$ cat config.mk
export PLATFORM = sky130hd
export DESIGN_NAME = demux_stream
export DESIGN_NICKNAME = d
export VERILOG_FILES = /design/src/rtl/demux_stream.sv
export SDC_FILE = /design/constraint.sdc
export NUM_CORES = 1
export LEC_CHECK = 0
export ABC_AREA = 1
export CELL_PAD_IN_SITES_DETAIL_PLACEMENT = 1
export CELL_PAD_IN_SITES_GLOBAL_PLACEMENT = 1
export CORE_MARGIN = 1.5
export CORE_UTILIZATION = 29
export CTS_BUF_LIST = sky130_fd_sc_hd__clkbuf_4
export DETAILED_ROUTE_END_ITERATION = 6
export PLACE_DENSITY = 0.84
export SETUP_SLACK_MARGIN = 0.2
export SYNTH_ARGS = -nofsm -noshare
export SYNTH_HDL_FRONTEND = slang
export SYNTH_SLANG_ARGS = --single-unit
$ cat constraint.sdc
create_clock -name clk -period 2.1 [get_ports clk]
set_input_delay 0.525 -clock clk [delete_from_list [all_inputs] [get_ports clk]]
set_output_delay 0.525 -clock clk [all_outputs]
set_load 0.01 [all_outputs]
$ cat src/rtl/demux_stream.sv
// Registered 1-to-OUT_NUM stream demultiplexer with a single-entry output stage.
// Words whose select is beyond the last channel are consumed, dropped and counted.
module demux_stream #(
    parameter int SEL_WIDTH = 4,
    parameter int OUT_NUM   = 16,
    parameter int IN_WIDTH  = 32
) (
    input  logic                 clk,
    input  logic                 rst,
    input  logic                 in_valid,
    output logic                 in_ready,
    input  logic [SEL_WIDTH-1:0] in_sel,
    input  logic [IN_WIDTH-1:0]  in_data,
    output logic [OUT_NUM-1:0]   out_valid,
    input  logic [OUT_NUM-1:0]   out_ready,
    output logic [IN_WIDTH-1:0]  out_data,
    output logic                 err_pulse,
    output logic [7:0]           err_count
);

    localparam logic [31:0] OUT_NUM_W = 32'(OUT_NUM);

    typedef enum logic {EMPTY, FULL} state_t;

    state_t state;
    logic   in_range;
    logic   accept;
    logic   drain;

    function automatic logic [OUT_NUM-1:0] sel_onehot(input logic [SEL_WIDTH-1:0] sel);
        logic [OUT_NUM-1:0] oh;
        oh = '0;
        for (int k = 0; k < OUT_NUM; k++) begin
            if (32'(k) == 32'(sel)) oh[k] = 1'b1;
        end
        return oh;
    endfunction

    function automatic logic [7:0] sat_inc(input logic [7:0] cnt);
        return (cnt == 8'hFF) ? cnt : cnt + 8'd1;
    endfunction

    // out_valid is one-hot of the held select while FULL, so masking the
    // ready vector with it picks out exactly the selected consumer's ready.
    assign in_range = 32'(in_sel) < OUT_NUM_W;
    assign drain    = (state == FULL) && ((out_valid & out_ready) != '0);
    assign in_ready = !rst && ((state == EMPTY) || drain);
    assign accept   = in_valid && in_ready;

    always_ff @(posedge clk or posedge rst) begin
        if (rst) begin
            state     <= EMPTY;
            out_valid <= '0;
            out_data  <= '0;
            err_pulse <= 1'b0;
            err_count <= 8'd0;
        end else begin
            err_pulse <= accept && !in_range;
            if (accept && !in_range) begin
                err_count <= sat_inc(err_count);
            end
            // A dropped word leaves the output stage exactly as if nothing was accepted.
            if (accept && in_range) begin
                state     <= FULL;
                out_valid <= sel_onehot(in_sel);
                out_data  <= in_data;
            end else if (drain) begin
                state     <= EMPTY;
                out_valid <= '0;
            end
        end
    end

endmodule
Word-level counts from Yosys, hierarchy flattened:

Cells that the tools add are included.
W data, S select, Z words.

* eq/ne operators: 15
* muxes and demuxes: 20
* bitwise gates (word level): 2
* reduce and logical (&&, ||, !) cells: 8

Operators with widths (count)
* $eq A4 B4 Y1 const A: 8
* $mux W16: 2
* $mux W1: 18
* $and A16 B16 Y16: 1
* $eq A3 B4 Y1 const A: 4
* $reduce_bool A16 Y1: 1
* $eq A2 B4 Y1 const A: 2
* $eq A1 B4 Y1 const A: 1
* $logic_not A4 Y1: 1
* $logic_and A1 B1 Y1: 3
* $reduce_bool A2 Y1: 1
* $logic_not A1 Y1: 1
* $logic_or A1 B1 Y1: 1
* $not A1 Y1: 1

* register bits: 49
* input port bits: 55
* output and inout port bits: 58
* logic and storage cells: 48

Logic depth before layout (Yosys ltp):

Gate-level depths: netlist of the first run.

* depth after elaboration: 7
* depth in mapped cells: 11
* depth with buffers taken out: 9

Worst setup path before layout of the first run:

No wires, ideal clock.

* path type: input port to flip-flop
* start: in rst
* end: reg out_data[0]
* data arrival time: 2228 ps
* slack: -246 ps
* stages: 6
* cells stage by stage: inv_1 > nand3_2 > buf_6 > buf_12 > nand2_2 > nand2_1

* cells in the longest elaborated chain, start to end: 3

RTL lines
* start: declaration: line 9 `input logic rst,`
* $logic_not A1 Y1 (no line)
* $logic_and A1 B1 Y1: line 47 `assign in_ready = !rst && ((state == EMPTY) || drain);`
* $logic_and A1 B1 Y1: line 48 `assign accept = in_valid && in_ready;`
* end signal: assignment: line 66 `out_data <= in_data;`
* end: declaration: line 16 `output logic [IN_WIDTH-1:0] out_data,`

No other way between the ends.
A chain may end at the register's enable or synchronous reset.

Final worst setup path of the first run:

* start: reg out_valid[4]
* end: out in_ready

* cells in the longest elaborated chain, start to end: 5

RTL lines
* start: declaration: line 14 `output logic [OUT_NUM-1:0] out_valid,`
* start signal: assignment: line 65 `out_valid <= sel_onehot(in_sel);`
* $and A16 B16 Y16: line 46 `assign drain = (state == FULL) && ((out_valid & out_ready) != '0);`
* $reduce_bool A16 Y1: line 46
* $logic_and A1 B1 Y1: line 46
* $logic_or A1 B1 Y1: line 47
* $logic_and A1 B1 Y1: line 47
* end: declaration: line 11 `output logic in_ready,`

No other way between the ends.

==> results.cfg, run 1 <==
[clock_tree]
clkTransAtPathRegs_ns = 0.15
htree_levels = 2
clockRootBuffer = clkbuf_4
ctsHoldBuffers = 0
cts.sinks = 49
insertion_delay_ns = 0.37
cts_tree = done
clk_path_buf_depth = 2
numCtsBuffers = 5

[critical_path]
cp_top_family = simple AND/OR/NAND/NOR gates
required_ns = 1.57
cp_cell_sequence = nand2_1 > nand2_2 > nor2_2 > nand2_2 > nor2_4 > a21oi_4 > buf_6
cpMaxStageDelayCell = dfrtp_1
crit_top_cell = nand2_2
crit_arrival_ns = 1.47
crit_type = flip-flop to primary output
crit_fanout = 3
cp-end-kind = primary output
start_kind = flip-flop
max_stage_delay_ns = 0.44
critPathBufInv = 1

[grt]
antenna_found_initial = 0
grt_max_degree = 50
grt_usage = 0.173
grt_overflow = 0
grt_pass1_vias = 2425
grt_first_pass_wirelength_mm = 11.8

[detailed_routing]
wl_per_cell_um = 14.1
dr.first_iter.drc_count = 66
drtAntennaViolNets = 0
drcViolationCount = 0
totalWireLength_mm = 7.22
viasPerCell = 4.54
vias = 2323
drt_pass1_iterations = 4

[finish]
area_growth_pct = 57.5
n_antenna_cell = 0
utilization = 0.470
drive_gt1_frac = 0.156
fin_nets = 464
n_fill_cell = 937
final_common_cell = nand2_1
instances_no_fill = 512
mostFrequentLayoutCells = nand2_1, clkdlybuf4s50_1, nand3_1

[pwr]
finalPower_mw = 3.96
cellPowerDensity_nw_per_um2 = 1090
ir_worst_vdd_mv = 0.433
p_leak_nw = 1.95

[logic_synthesis]
synth-seq-area-share = 0.532
ys_ff_latch = 49
ys_types = 17
synthCells = 284
syn_area_per_cell_um2 = 8.12
yosysWarnings = 0
synthesis.area_um2 = 2310

[placement]
place_ws_ns = -0.508
hpwlAfterDp_mm = 5.13
dp_cells = 488
gp_congestion = 0.770
io_buffers = 103

[sta]
hold_viol_final = 0
hold_ws_ns = 0.500
rsz0062_at_grt = true
finClkSkew_ns = 0.00817
slew_viol_final = 0
relSlewSlack = 0.582
fin_crit_sh = 0.950
fin_ws_ns = 0.105
finalSetupViolCount = 0
max_freq_mhz = 501
period_needed_ns = 2.00
worst_pin_slew_ns = 0.627

[worst_hold_path]
min-delay-path-class = flip-flop to flip-flop

[floorplanning]
rows = 32
die_area_um2 = 8500
initial_utilization = 0.298
ioPinCount = 113
dieHeight_um = 92.2
die_x_um = 92.2
core-area_um2 = 7730

[outcome]
outcome = finished clean

[job]
maxCapViolCount = 0
## sequential cells by signal (all words and copies together), names as in the netlist
name and cells:
out_data 32, out_valid 16, state 1
## path summary, 6_finish.rpt
kind / from / to / slack [ns] / cells after the start
max: out_valid[4]$_DFFE_PP0P_ / in_ready / 0.10 / 7
min reg2reg: out_data[23]$_DFFE_PP0P_ / out_data[23]$_DFFE_PP0P_ / 0.50 / 2
max in group asynchronous: rst / out_data[10]$_DFFE_PP0P_ / 0.90 / 3
max reg2reg: out_valid[14]$_DFFE_PP0P_ / out_valid[4]$_DFFE_PP0P_ / 0.39 / 9
min in group asynchronous: rst / out_valid[5]$_DFFE_PP0P_ / 0.80 / 3
min: out_data[23]$_DFFE_PP0P_ / out_data[23]$_DFFE_PP0P_ / 0.50 / 2
## per-stage QoR
stage	TNS (ns)	cell area [µm²]
detailed placement	-7.85	3460
global placement	-4.56	3460
global route	-0.00885	3630
CTS	0	3550
floorplan	0	2340
finish	0	3630
## synth_stat cells (all sizes together)
cell type	count	area, µm²
dfrtp	49	1230
o21ai	1	8.76
conb	1	3.75
a21oi	1	8.76
nor2	21	83.8
nand2	116	460
nand3	65	330
inv	5	18.8
clkbuf	4	15.0
buf	21	150
## cell families (layout without fill, tap and decap cells)
kind of cell,after synthesis,after routing,synth area share
compound gates,2,2,0.00760
buf+inv,30,148,0.0798
flops,49,49,0.532
other cells,1,9,0.00163
simple gates,202,202,0.379
## power by group
group | leakage [nW] | total [mW] | internal, mW | switching, mW
logic | 1.29 | 2.01 | 1.05 | 0.956
registers | 0.630 | 1.51 | 1.29 | 0.223
clock network | 0.0326 | 0.439 | 0.128 | 0.311
## per-layer routing
layer,vias to the layer above,part of all wire,track usage
met5,-,0,0
met2,62,0.51,0.298
met3,8,0.033,0.0232
li1,1134,-,-
met4,0,0.011,0.0500
met1,1119,0.45,0.227
## layout make-up
| cell class | count | area (µm²) | share of cell area |
|---|---|---|---|
| timing repair buffer | 135 | 1250 | 0.344 |
| tap | 102 | 128 | 0.0351 |
| clock buffer | 5 | 37.5 | 0.0103 |
| sequential | 49 | 1230 | 0.338 |
| multi-input combinational | 213 | 951 | 0.262 |
| clock inverter | 3 | 17.5 | 0.00482 |
| inverter | 5 | 22.5 | 0.00620 |
## worst min-delay path, delay by kind of cell (launching register included)
kind | cells | cell delay, ns
flip-flops | 1 | 0.37
AND/OR/NAND/NOR | 2 | 0.10
## repair_timing
item                                    CTS  global route
pin swaps                                21             5
buffers inserted                          6            10
endpoints found under the setup margin    6             6
resized for setup                        31             8
Note: power is estimated with default switching activity, not from simulation.
==> inputs of run 2 (changes only) <==
- CAP_MARGIN: not set -> 5
- SETUP_SLACK_MARGIN: 0.2 -> not set
==> results.cfg, run 2 (same netlist as run 1, synthesis figures left out) <==
[outcome]
outcome = finished clean

[pwr]
seq_power_share = 0.373
p_comb_frac = 0.487
ir_worst_vdd_mv = 0.421
p_leak_nw = 1.81
cellPowerDensity_nw_per_um2 = 1130
internal_power_mw = 2.58
power.net_switching_mw = 1.47
finalPower_mw = 4.06
power.share.clock = 0.140
swShare = 0.363

[detailed_routing]
drcViolationCount = 0
drtAntennaViolNets = 0
vias = 2278
viasPerCell = 4.56
wl_per_cell_um = 14.1
drt_pass1_iterations = 4
totalWireLength_mm = 7.05
dr.first_iter.drc_count = 100

[finish]
reg_top3 = out_data x32, out_valid x16, state x1
mostFrequentLayoutCells = nand2_1, clkdlybuf4s50_1, nand3_1
utilization = 0.465
final_common_cell = nand2_1
area_growth_pct = 55.9
fin_nets = 452
instances_no_fill = 500
final_cell_area_um2 = 3590
regMostFlops = out_data
drive_gt1_frac = 0.133
multiInputGateArea_um2 = 958
seq_area_um2 = 1230
largest_register_ffs = 32
n_fill_cell = 944
n_antenna_cell = 0

[placement]
gp_congestion = 0.739
hpwlAfterDp_mm = 5.01
place_ws_ns = -0.480
dpl-instance-area_um2 = 3460
io_buffers = 103
dp_cells = 487

[clock_tree]
cts.sinks = 49
insertion_delay_ns = 0.37
clkTransAtPathRegs_ns = 0.14
cts_tree = done
clockRootBuffer = clkbuf_4
numCtsBuffers = 5
clk_path_buf_depth = 2
htree_levels = 2

[sta]
worst_pin_slew_ns = 0.644
hold_viol_final = 0
finalSetupViolCount = 0
hold_ws_ns = 0.493
slew_viol_final = 0
period_needed_ns = 2.02
relSlewSlack = 0.571
finClkSkew_ns = 0.0105
fin_ws_ns = 0.0795
fin_setup_tns_ns = 0
max_freq_mhz = 495
fin_crit_sh = 0.962

[floorplanning]
ioPinCount = 113
die_x_um = 92.2
initial_utilization = 0.298
rows = 32
dieHeight_um = 92.2
die_area_um2 = 8500
core-area_um2 = 7730

[worst_hold_path]
holdPathStages = 2
min-delay-path-class = flip-flop to flip-flop
worstHoldStart = out_data[28]$_DFFE_PP0P_

[grt]
use_met3 = 0.0365
grt_overflow = 0
met2_usage = 0.278
antenna_found_initial = 0
grt_usage = 0.169
busiest_layer = met2
grt_pass1_vias = 2308
met1_usage = 0.229
grt_max_degree = 50
grt_first_pass_wirelength_mm = 11.4

[critical_path]
start_kind = flip-flop
max_stage_delay_ns = 0.41
r2r-start = out_valid[3]$_DFFE_PP0P_
crit_top_cell = nand2_2
cp_top_family = simple AND/OR/NAND/NOR gates
cpMaxStageDelayCell = dfrtp_1
crit_type = flip-flop to primary output
crit_arrival_ns = 1.50
crit_fanout = 3
crit_cells = 7
cp_cell_sequence = nand2_1 > nand2_2 > nor2_2 > nand2_2 > nor2_4 > a21oi_4 > buf_6
critPathBufInv = 1
cp-end-kind = primary output
reg2regPathDepth = 9
crit_start = out_valid[10]$_DFFE_PP0P_
required_ns = 1.57

[job]
maxCapViolCount = 0
-- run 2: path summary, 6_finish.rpt --
check	to	slack, ns
max in group asynchronous	out_valid[12]$_DFFE_PP0P_	0.89
min in group asynchronous	out_data[6]$_DFFE_PP0P_	0.80
setup / recovery	in_ready	0.08
setup reg to reg	out_valid[15]$_DFFE_PP0P_	0.41
hold reg to reg	out_data[28]$_DFFE_PP0P_	0.49
hold / removal	out_data[28]$_DFFE_PP0P_	0.49
-- run 2: layer usage --
metal,vias up,share of wire
li1,1112,-
met1,1086,0.47
met2,72,0.48
met3,8,0.047
met4,0,0.0092
met5,-,0
-- run 2: repair_timing --
| action | CTS | global route |
|---|---|---|
| pin swaps | 18 | 9 |
| gates resized for setup | 24 | 6 |
| setup buffers | 1 | 4 |
| setup endpoints to repair | 1 | 1 |
| hold buffers | 0 | 0 |
-- run 2: cell type report --
type                    count  area share
repair buffers            123       0.329
well taps                 102      0.0355
clock buffers               6      0.0125
clock inverters             2     0.00940
inverters                   5     0.00627
multi-input cells         213       0.267
flip-flops and latches     49       0.341
-- run 2: power groups by stage --
| stage | logic (mW) | registers, mW | clock network [mW] |
|---|---|---|---|
| finish | 1.98 | 1.51 | 0.568 |
| global route | 2.17 | 1.56 | 0.630 |
| CTS | 1.96 | 1.52 | 0.592 |
| detailed placement | 1.92 | 1.53 | 0 |
| global placement | 1.87 | 1.52 | 0 |
| floorplan | 0.717 | 1.67 | 0 |
-- run 2: worst register-to-register path: cells and delay by family, from the launching register on --
kind / cells / cell delay, ns
buffers and inverters: 1 / 0.43
AO/OA/AOI/OAI: 1 / 0.13
flip-flops: 1 / 0.42
AND/OR/NAND/NOR: 7 / 0.66
